$ cat config.mk
export PLATFORM = sky130hd
export DESIGN_NAME = bit_modified_carry
export DESIGN_NICKNAME = d
export VERILOG_FILES = /design/src/rtl/bit_modified_carry.sv
export SDC_FILE = /design/constraint.sdc
export NUM_CORES = 1
export LEC_CHECK = 0
export BUFFER_PORTS_ARGS = -buffer_cell sky130_fd_sc_hd__buf_2
export CORE_MARGIN = 2
export CORE_UTILIZATION = 40
export DETAILED_ROUTE_END_ITERATION = 10
export GPL_ROUTABILITY_DRIVEN = 0
export PLACE_DENSITY = 0.68
export SYNTH_ARGS = -nofsm -noshare
export SYNTH_HDL_FRONTEND = slang
export SYNTH_HIERARCHICAL = 1
export SYNTH_SLANG_ARGS = --single-unit
$ cat constraint.sdc
create_clock -name clk -period 1.6 [get_ports clk]
set_input_delay 0.16 -clock clk [delete_from_list [all_inputs] [get_ports clk]]
set_output_delay 0.16 -clock clk [all_outputs]
set_load 0.01 [all_outputs]
$ cat src/rtl/bit_modified_carry.sv
// bit_modified_carry: registered 32-bit unsigned adder, modified carry-select
// structure. Group [1:0] is a plain ripple adder; every higher group ripples
// with carry-in 0 and derives its carry-in=1 result through a binary-to-
// excess-1 converter (BEC), selected by the incoming group carry.
//
// Optional build macro: BIT_MODIFIED_CARRY_INREG_EN
//   defined   -> a/b captured in input registers first, latency 2 cycles
//   undefined -> adder fed straight from a/b, latency 1 cycle
//
// Ports:
//   clk  in   rising-edge clock
//   rst  in   asynchronous active-high reset (clears all flops)
//   a    in   [31:0] operand A, unsigned
//   b    in   [31:0] operand B, unsigned
//   sum  out  [31:0] registered (a+b) mod 2^32
//   cout out  registered bit 32 of a+b

// n-bit ripple-carry adder, carry-in 0, (n+1)-bit result
module bmc_rca #(
  parameter int N = 2
) (
  input  logic [N-1:0] a,
  input  logic [N-1:0] b,
  output logic [N:0]   r
);
  logic c;
  always_comb begin
    r = '0;
    c = 1'b0;
    for (int i = 0; i < N; i++) begin
      r[i] = a[i] ^ b[i] ^ c;
      c    = (a[i] & b[i]) | (c & (a[i] ^ b[i]));
    end
    r[N] = c;
  end
endmodule

// One carry-select group: ripple result and its BEC increment, muxed by cin
module bmc_bec_grp #(
  parameter int N = 2
) (
  input  logic [N-1:0] a,
  input  logic [N-1:0] b,
  input  logic         cin,
  output logic [N-1:0] s,
  output logic         cout
);
  logic [N:0] r0, r1;
  logic       t;

  bmc_rca #(.N(N)) u_rca (.a(a), .b(b), .r(r0));

  // BEC: bit i flips when all lower bits are 1 (XOR/AND chain, no adder)
  always_comb begin
    r1    = r0;
    r1[0] = ~r0[0];
    t     = r0[0];
    for (int i = 1; i <= N; i++) begin
      r1[i] = r0[i] ^ t;
      t     = t & r0[i];
    end
  end

  assign {cout, s} = cin ? r1 : r0;
endmodule

module bit_modified_carry (
  input  logic        clk,
  input  logic        rst,
  input  logic [31:0] a,
  input  logic [31:0] b,
  output logic [31:0] sum,
  output logic        cout
);
  // group LSB positions; index 8 is the width sentinel
  function automatic int glsb(input int g);
    case (g)
      0:       glsb = 0;
      1:       glsb = 2;
      2:       glsb = 4;
      3:       glsb = 7;
      4:       glsb = 11;
      5:       glsb = 16;
      6:       glsb = 22;
      7:       glsb = 29;
      default: glsb = 32;
    endcase
  endfunction

  logic [31:0] op_a, op_b;

`ifdef BIT_MODIFIED_CARRY_INREG_EN
  always_ff @(posedge clk or posedge rst) begin
    if (rst) begin
      op_a <= '0;
      op_b <= '0;
    end else begin
      op_a <= a;
      op_b <= b;
    end
  end
`else
  assign op_a = a;
  assign op_b = b;
`endif

  logic [31:0] s_c;
  logic [8:0]  gc;     // gc[g] = carry into group g
  logic [2:0]  g0_r;

  bmc_rca #(.N(2)) u_g0 (.a(op_a[1:0]), .b(op_b[1:0]), .r(g0_r));

  assign gc[0]    = 1'b0;
  assign gc[1]    = g0_r[2];
  assign s_c[1:0] = g0_r[1:0];

  for (genvar g = 1; g < 8; g++) begin : g_grp
    localparam int LO = glsb(g);
    localparam int HI = glsb(g + 1) - 1;
    bmc_bec_grp #(.N(HI - LO + 1)) u_grp (
      .a   (op_a[HI:LO]),
      .b   (op_b[HI:LO]),
      .cin (gc[g]),
      .s   (s_c[HI:LO]),
      .cout(gc[g+1])
    );
  end

  always_ff @(posedge clk or posedge rst) begin
    if (rst) begin
      sum  <= '0;
      cout <= 1'b0;
    end else begin
      sum  <= s_c;
      cout <= gc[8];
    end
  end
endmodule

Word level (Yosys, flattened, before mapping)
Index checks and enable logic that the tools add are counted.

Mux-type cells: 7. Bitwise operators: 196.

Operators by type and width (count): $xor A1 B1 Y1 (86); $and A1 B1 Y1 (79); $or A1 B1 Y1 (24); $mux W4 (2); $mux W8 (1); $mux W7 (1); $not A1 Y1 (7); $mux W6 (1); $mux W5 (1); $mux W3 (1).

Register bits: 33. Input port bits: 66. Output and inout bits: 33. Logic and storage cells: 205.

Depth between registers and ports, before layout
Depth in word-level cells: 16. Mapped depth: 22.

Modules after synthesis
Netlist, hierarchy kept.

By module, submodules not included: bit_modified_carry (instances 1, cells an instance 34, area an instance 829.5 µm²); bmc_bec_grp at g_grp[6].u_grp (instances 1, cells an instance 16, area an instance 197.7 µm²); bmc_rca at g_grp[6].u_grp.u_rca (instances 1, cells an instance 18, area an instance 177.7 µm²); bmc_bec_grp at g_grp[5].u_grp (instances 1, cells an instance 14, area an instance 170.2 µm²); bmc_rca at g_grp[2].u_grp.u_rca ... (instances 2, cells an instance 9, area an instance 78.8 µm²); bmc_rca at g_grp[5].u_grp.u_rca (instances 1, cells an instance 17, area an instance 157.7 µm²); bmc_bec_grp at g_grp[4].u_grp (instances 1, cells an instance 12, area an instance 142.6 µm²); bmc_bec_grp at g_grp[2].u_grp ... (instances 2, cells an instance 7, area an instance 68.8 µm²); bmc_rca at g_grp[4].u_grp.u_rca (instances 1, cells an instance 16, area an instance 137.6 µm²); bmc_rca at g_grp[1].u_grp.u_rca ... (instances 2, cells an instance 8, area an instance 58.8 µm²); bmc_rca at g_grp[3].u_grp.u_rca (instances 1, cells an instance 15, area an instance 117.6 µm²); bmc_bec_grp at g_grp[3].u_grp (instances 1, cells an instance 9, area an instance 92.6 µm²); bmc_bec_grp at g_grp[1].u_grp (instances 1, cells an instance 5, area an instance 48.8 µm²).

Worst setup path after synthesis
No wires, ideal clock.

Path type: input-to-reg. Start: input a[2]. End: register sum[30]. Library setup time: 125 ps. Arrival time: 3728 ps. Data required time: 1475 ps. Slack: -2253 ps. Cell stages on the path: 21. Cell sequence: ha_1 > inv_1 > fa_1 > inv_1 > ha_1 > nand2_1 > xnor2_1 > nand2_1 > xnor2_1 > nand2_1 > xnor2_1 > buf_6 > nand2_1 > xnor2_1 > buf_6 > nand2_1 > xnor2_1 > buf_6 > nand2_1 > xnor2_1 > mux2_2.

Word-level cells in the longest chain between the ends: 11.

RTL lines: start, declared (RTL line 70) `input logic [31:0] a,`; $and A1 B1 Y1 (RTL line 32) `c = (a[i] & b[i]) | (c & (a[i] ^ b[i]));`; $xor A1 B1 Y1 (RTL line 31) `r[i] = a[i] ^ b[i] ^ c;`; named net g_grp[1].u_grp.r0[1] (RTL line 48) `logic [N:0] r0, r1;`; $and A1 B1 Y1 (RTL line 60) `t = t & r0[i];`; $xor A1 B1 Y1 (RTL line 59) `r1[i] = r0[i] ^ t;`; $mux W3 (RTL line 64) `assign {cout, s} = cin ? r1 : r0;`; named net gc[2] (RTL line 108) `logic [8:0] gc;`; $mux W4 (RTL line 64); named net gc[3] (RTL line 108); [... 1 more ...]; named net gc[4] (RTL line 108); $mux W6 (RTL line 64); named net gc[5] (RTL line 108); $mux W7 (RTL line 64); named net gc[6] (RTL line 108); $mux W8 (RTL line 64); named net gc[7] (RTL line 108); $mux W4 (RTL line 64); named net s_c[30] (RTL line 107) `logic [31:0] s_c;`; end signal, assigned (RTL line 131) `sum <= '0;`; end signal, assigned (RTL line 134) `sum <= s_c;`; end, declared (RTL line 72) `output logic [31:0] sum,`.

The timed path passes the listed nets, and every way through them passes these cells.

Worst setup path in the final report
Start: input a[22]. End: register sum[31].

Word-level cells in the longest chain between the ends: 16.

RTL lines (RTL line): $and A1 B1 Y1 (2 in a row) (32); $or A1 B1 Y1 (32); $and A1 B1 Y1 (32); $or A1 B1 Y1 (32); $and A1 B1 Y1 (32); $or A1 B1 Y1 (32); $and A1 B1 Y1 (32); $or A1 B1 Y1 (32); [... 2 more ...]; $xor A1 B1 Y1 (31); named net g_grp[6].u_grp.r0[6] (48); $and A1 B1 Y1 (60); $xor A1 B1 Y1 (59); $mux W8 (64); named net gc[7] (108); $mux W4 (64); named net s_c[31] (107).

The timed path passes the listed nets, and every way through them passes these cells.

==> flow_summary.yaml <==
layout:
  multi_input_area_sq_um: 1700
  fin_nets: 443
  diodes: 0
  layout.cells.non_filler: 397
  post-route-util_pct: 62.3
  layout-drive-gt1-share_pct: 64.3
  fill_cells: 496
  area.growth.synth_to_final_pct: 49.4
  seq_area_sq_um: 826
min_path:
  holdCritStartpoint: "b[0]"
  worstHoldPathType: "input port to flip-flop"
  hold_depth: 2
placed_design:
  hpwlAfterDp_mm: 3.85
  port_buffers: 98
  place_inst: 381
status:
  status: "complete, but fails checks"
  violations: "setup timing"
floorplanning:
  ioPinCount: 99
  initial_core_util_pct: 41.7
  fp.dieH_microns: 82.8
  core.rowCount: 28
  coreArea_sq_um: 5960
  die_x_microns: 82.8
  die_area_sq_um: 6860
flow_run:
  maxCapViolations: 0
worst_setup_path:
  cp_num_cells: 16
  crit_path_end_kind: "flip-flop"
  worstPathRequired_ns: 1.76
  path_class: "input port to flip-flop"
  critPathBufInv: 5
  cp_cell_sequence: "buf_6, ha_4, inv_2, fa_2, inv_2, fa_2, fa_2, fa_2, fa_2, inv_2, fa_1, inv_2, ha_4, nand2_4, xnor2_4, mux2_4"
  cp_top_family: "adder cells"
  slowest_delay_ns: 0.41
  critPathArrivalTime_ns: 3.34
  critPathLaunchType: "input port"
  crit_slowest_cell: "fa_1"
  crit_fanout: 4
  critPathMostFrequentCell: "fa_2"
  startpoint: "a[22]"
yosys:
  yosys_warnings: 6
  syn-instance-count: 204
  netlist_area_sq_um: 2480
  yosysSeqAreaShare_pct: 33.2
  yosysMostFrequentCell: "inv_1"
  synth.mux.area_fraction_pct: 12.8
  async_flop_share_pct: 100
  synth_top_family_by_area: "adder cells"
  post-synth-top-area-fraction_pct: 33.2
  yosysUniqueCellTypes: 11
  synth_nets: 325
  synth-edff-count: 0
  synthTopCellsByCount: "inv_1, dfrtp_1, ha_1"
  synthFlopType: "dfrtp_1"
  synth-xor-area-share_pct: 4.93
  yosys.area_share.simple_pct: 1.06
  synth-compound-area-share_pct: 0
  synth_seq_cells: 33
  avgSynthCellArea_sq_um: 12.2
  synth_area_leaders: "dfrtp_1, fa_1, ha_1, mux2_4, inv_1"
  synth_area_leader_cell: "dfrtp_1"
  yosys.area_share.adder_pct: 34.9
sta:
  maxSlewHeadroom_pct: 85.0
  finalHoldViolations: 0
  whs_ns: 0.107
  final_max_slew_viol_count: 0
  timing.fmax_mhz: 314
  final.setup.worst_slack_ns: -1.58
  finalSetupViolations: 28
  rsz0062_at_grt: "yes"
  worstMarginPinSlew_ns: 0.226
  fin_crit_ns: 3.18
  period_share_pct: 199
clock_tree:
  cts_buffers: 5
  cts_max_level: 2
  cts_root_buf: "clkbuf_8"
  tritoncts: "yes"
  cts.reportedPaths.clkPinSlew_ns: 0.06
  clk_path_buf_depth: 2
  cts.sinks: 33
routing:
  drc: 0
  wl_met3_microns: 283
  via_per_inst: 4.29
  drt_iter0_drc: 14
  wl_per_cell_microns: 11.6
  m1WireLength_mm: 1.57
  drt-total-wl_mm: 4.60
  antenna_left: 0
  dr.pass1.iters: 4
  dr_wl_met2_mm: 2.68
  dr.max_layer_used: "met4"
  dr_total_vias: 1702
grt:
  grt_max_degree: 19
  overflow: 0
  grt_pass1_wl_mm: 8.41
  antenna_found_initial: 0
  grt_pass1_vias: 2027
  grt_usage_pct: 15.0
pwr:
  powerDensity_nw_per_um2: 873
  leakage_nw: 2.02
  vdd_ir_drop_max_v: 0.000452
[per-layer routing]
| metal | up-vias | GRT usage (%) |
|---|---|---|
| met5 | - | 0 |
| li1 | 829 | - |
| met1 | 812 | 15.1 |
| met4 | 0 | 4.92 |
| met2 | 56 | 29.7 |
| met3 | 5 | 3.68 |
[area by class of cell]
cell class,count,share of cell area [%]
Inverter,61,6.17
Tap cell,75,2.53
Sequential cell,33,22.2
Timing Repair Buffer,122,20.9
Multi-Input combinational cell,99,45.8
Clock buffer,7,2.33
[what timing repair did]
| item | CTS | global route |
|---|---|---|
| buffers inserted | 7 | 3 |
| resized for setup | 62 | 15 |
| hold buffers | 1 | 0 |
| endpoints found under the hold margin | 33 | 0 |
| setup endpoints to repair | 28 | 28 |
| pin swaps | 13 | 7 |
[power by group]
part / internal, W / switching, W / total (W)
clock: 0.000341 / 0.000264 / 0.000605
combinational: 0.000860 / 0.000675 / 0.00154
sequential: 0.00105 / 0.0000536 / 0.00110
total: 0.00225 / 0.000992 / 0.00324
[through the flow]
| stage | setup WS, ns | total power (W) | area, sq um | TNS, ns |
|---|---|---|---|---|
| 2_1_floorplan | -1.89 | 0.00199 | 2650 | -31.34 |
| 3_3_place_gp | -2.08 | 0.00241 | 3250 | -40.32 |
| 3_5_place_dp | -2.18 | 0.00246 | 3250 | -41.63 |
| 4_1_cts | -1.64 | 0.00324 | 3630 | -28.19 |
| 5_1_grt | -1.68 | 0.00350 | 3710 | -30.55 |
| 6_report | -1.58 | 0.00324 | 3710 | -27.76 |
[cell usage in the layout (no fill, tap or decap), drive strengths merged]
cell         count
xnor2            7
mux2            23
nand2            7
fa              24
dlygate4sd3      1
inv             61
ha              31
buf            121
dfrtp           33
clkbuf           7
xor2             7
[cells by family (layout without fill, tap and decap cells)]
kind of cell | count (synthesis) | count (layout)
simple gates | 7 | 7
buf+inv | 72 | 190
fa+ha+maj | 55 | 55
mux | 23 | 23
flops | 33 | 33
xor+xnor | 14 | 14
[path summary, 6_finish.rpt]
check / endpoint / slack (ns)
setup / recovery: sum[31] / -1.58
hold / removal: sum[0] / 0.11
max in group asynchronous: sum[29] / 0.94
min in group asynchronous: sum[0] / 0.45
[state kept, by name (all words and copies together) (netlist names)]
| signal | count |
|---|---|
| sum | 32 |
| cout | 1 |
Power figures use the tool's default switching activity.
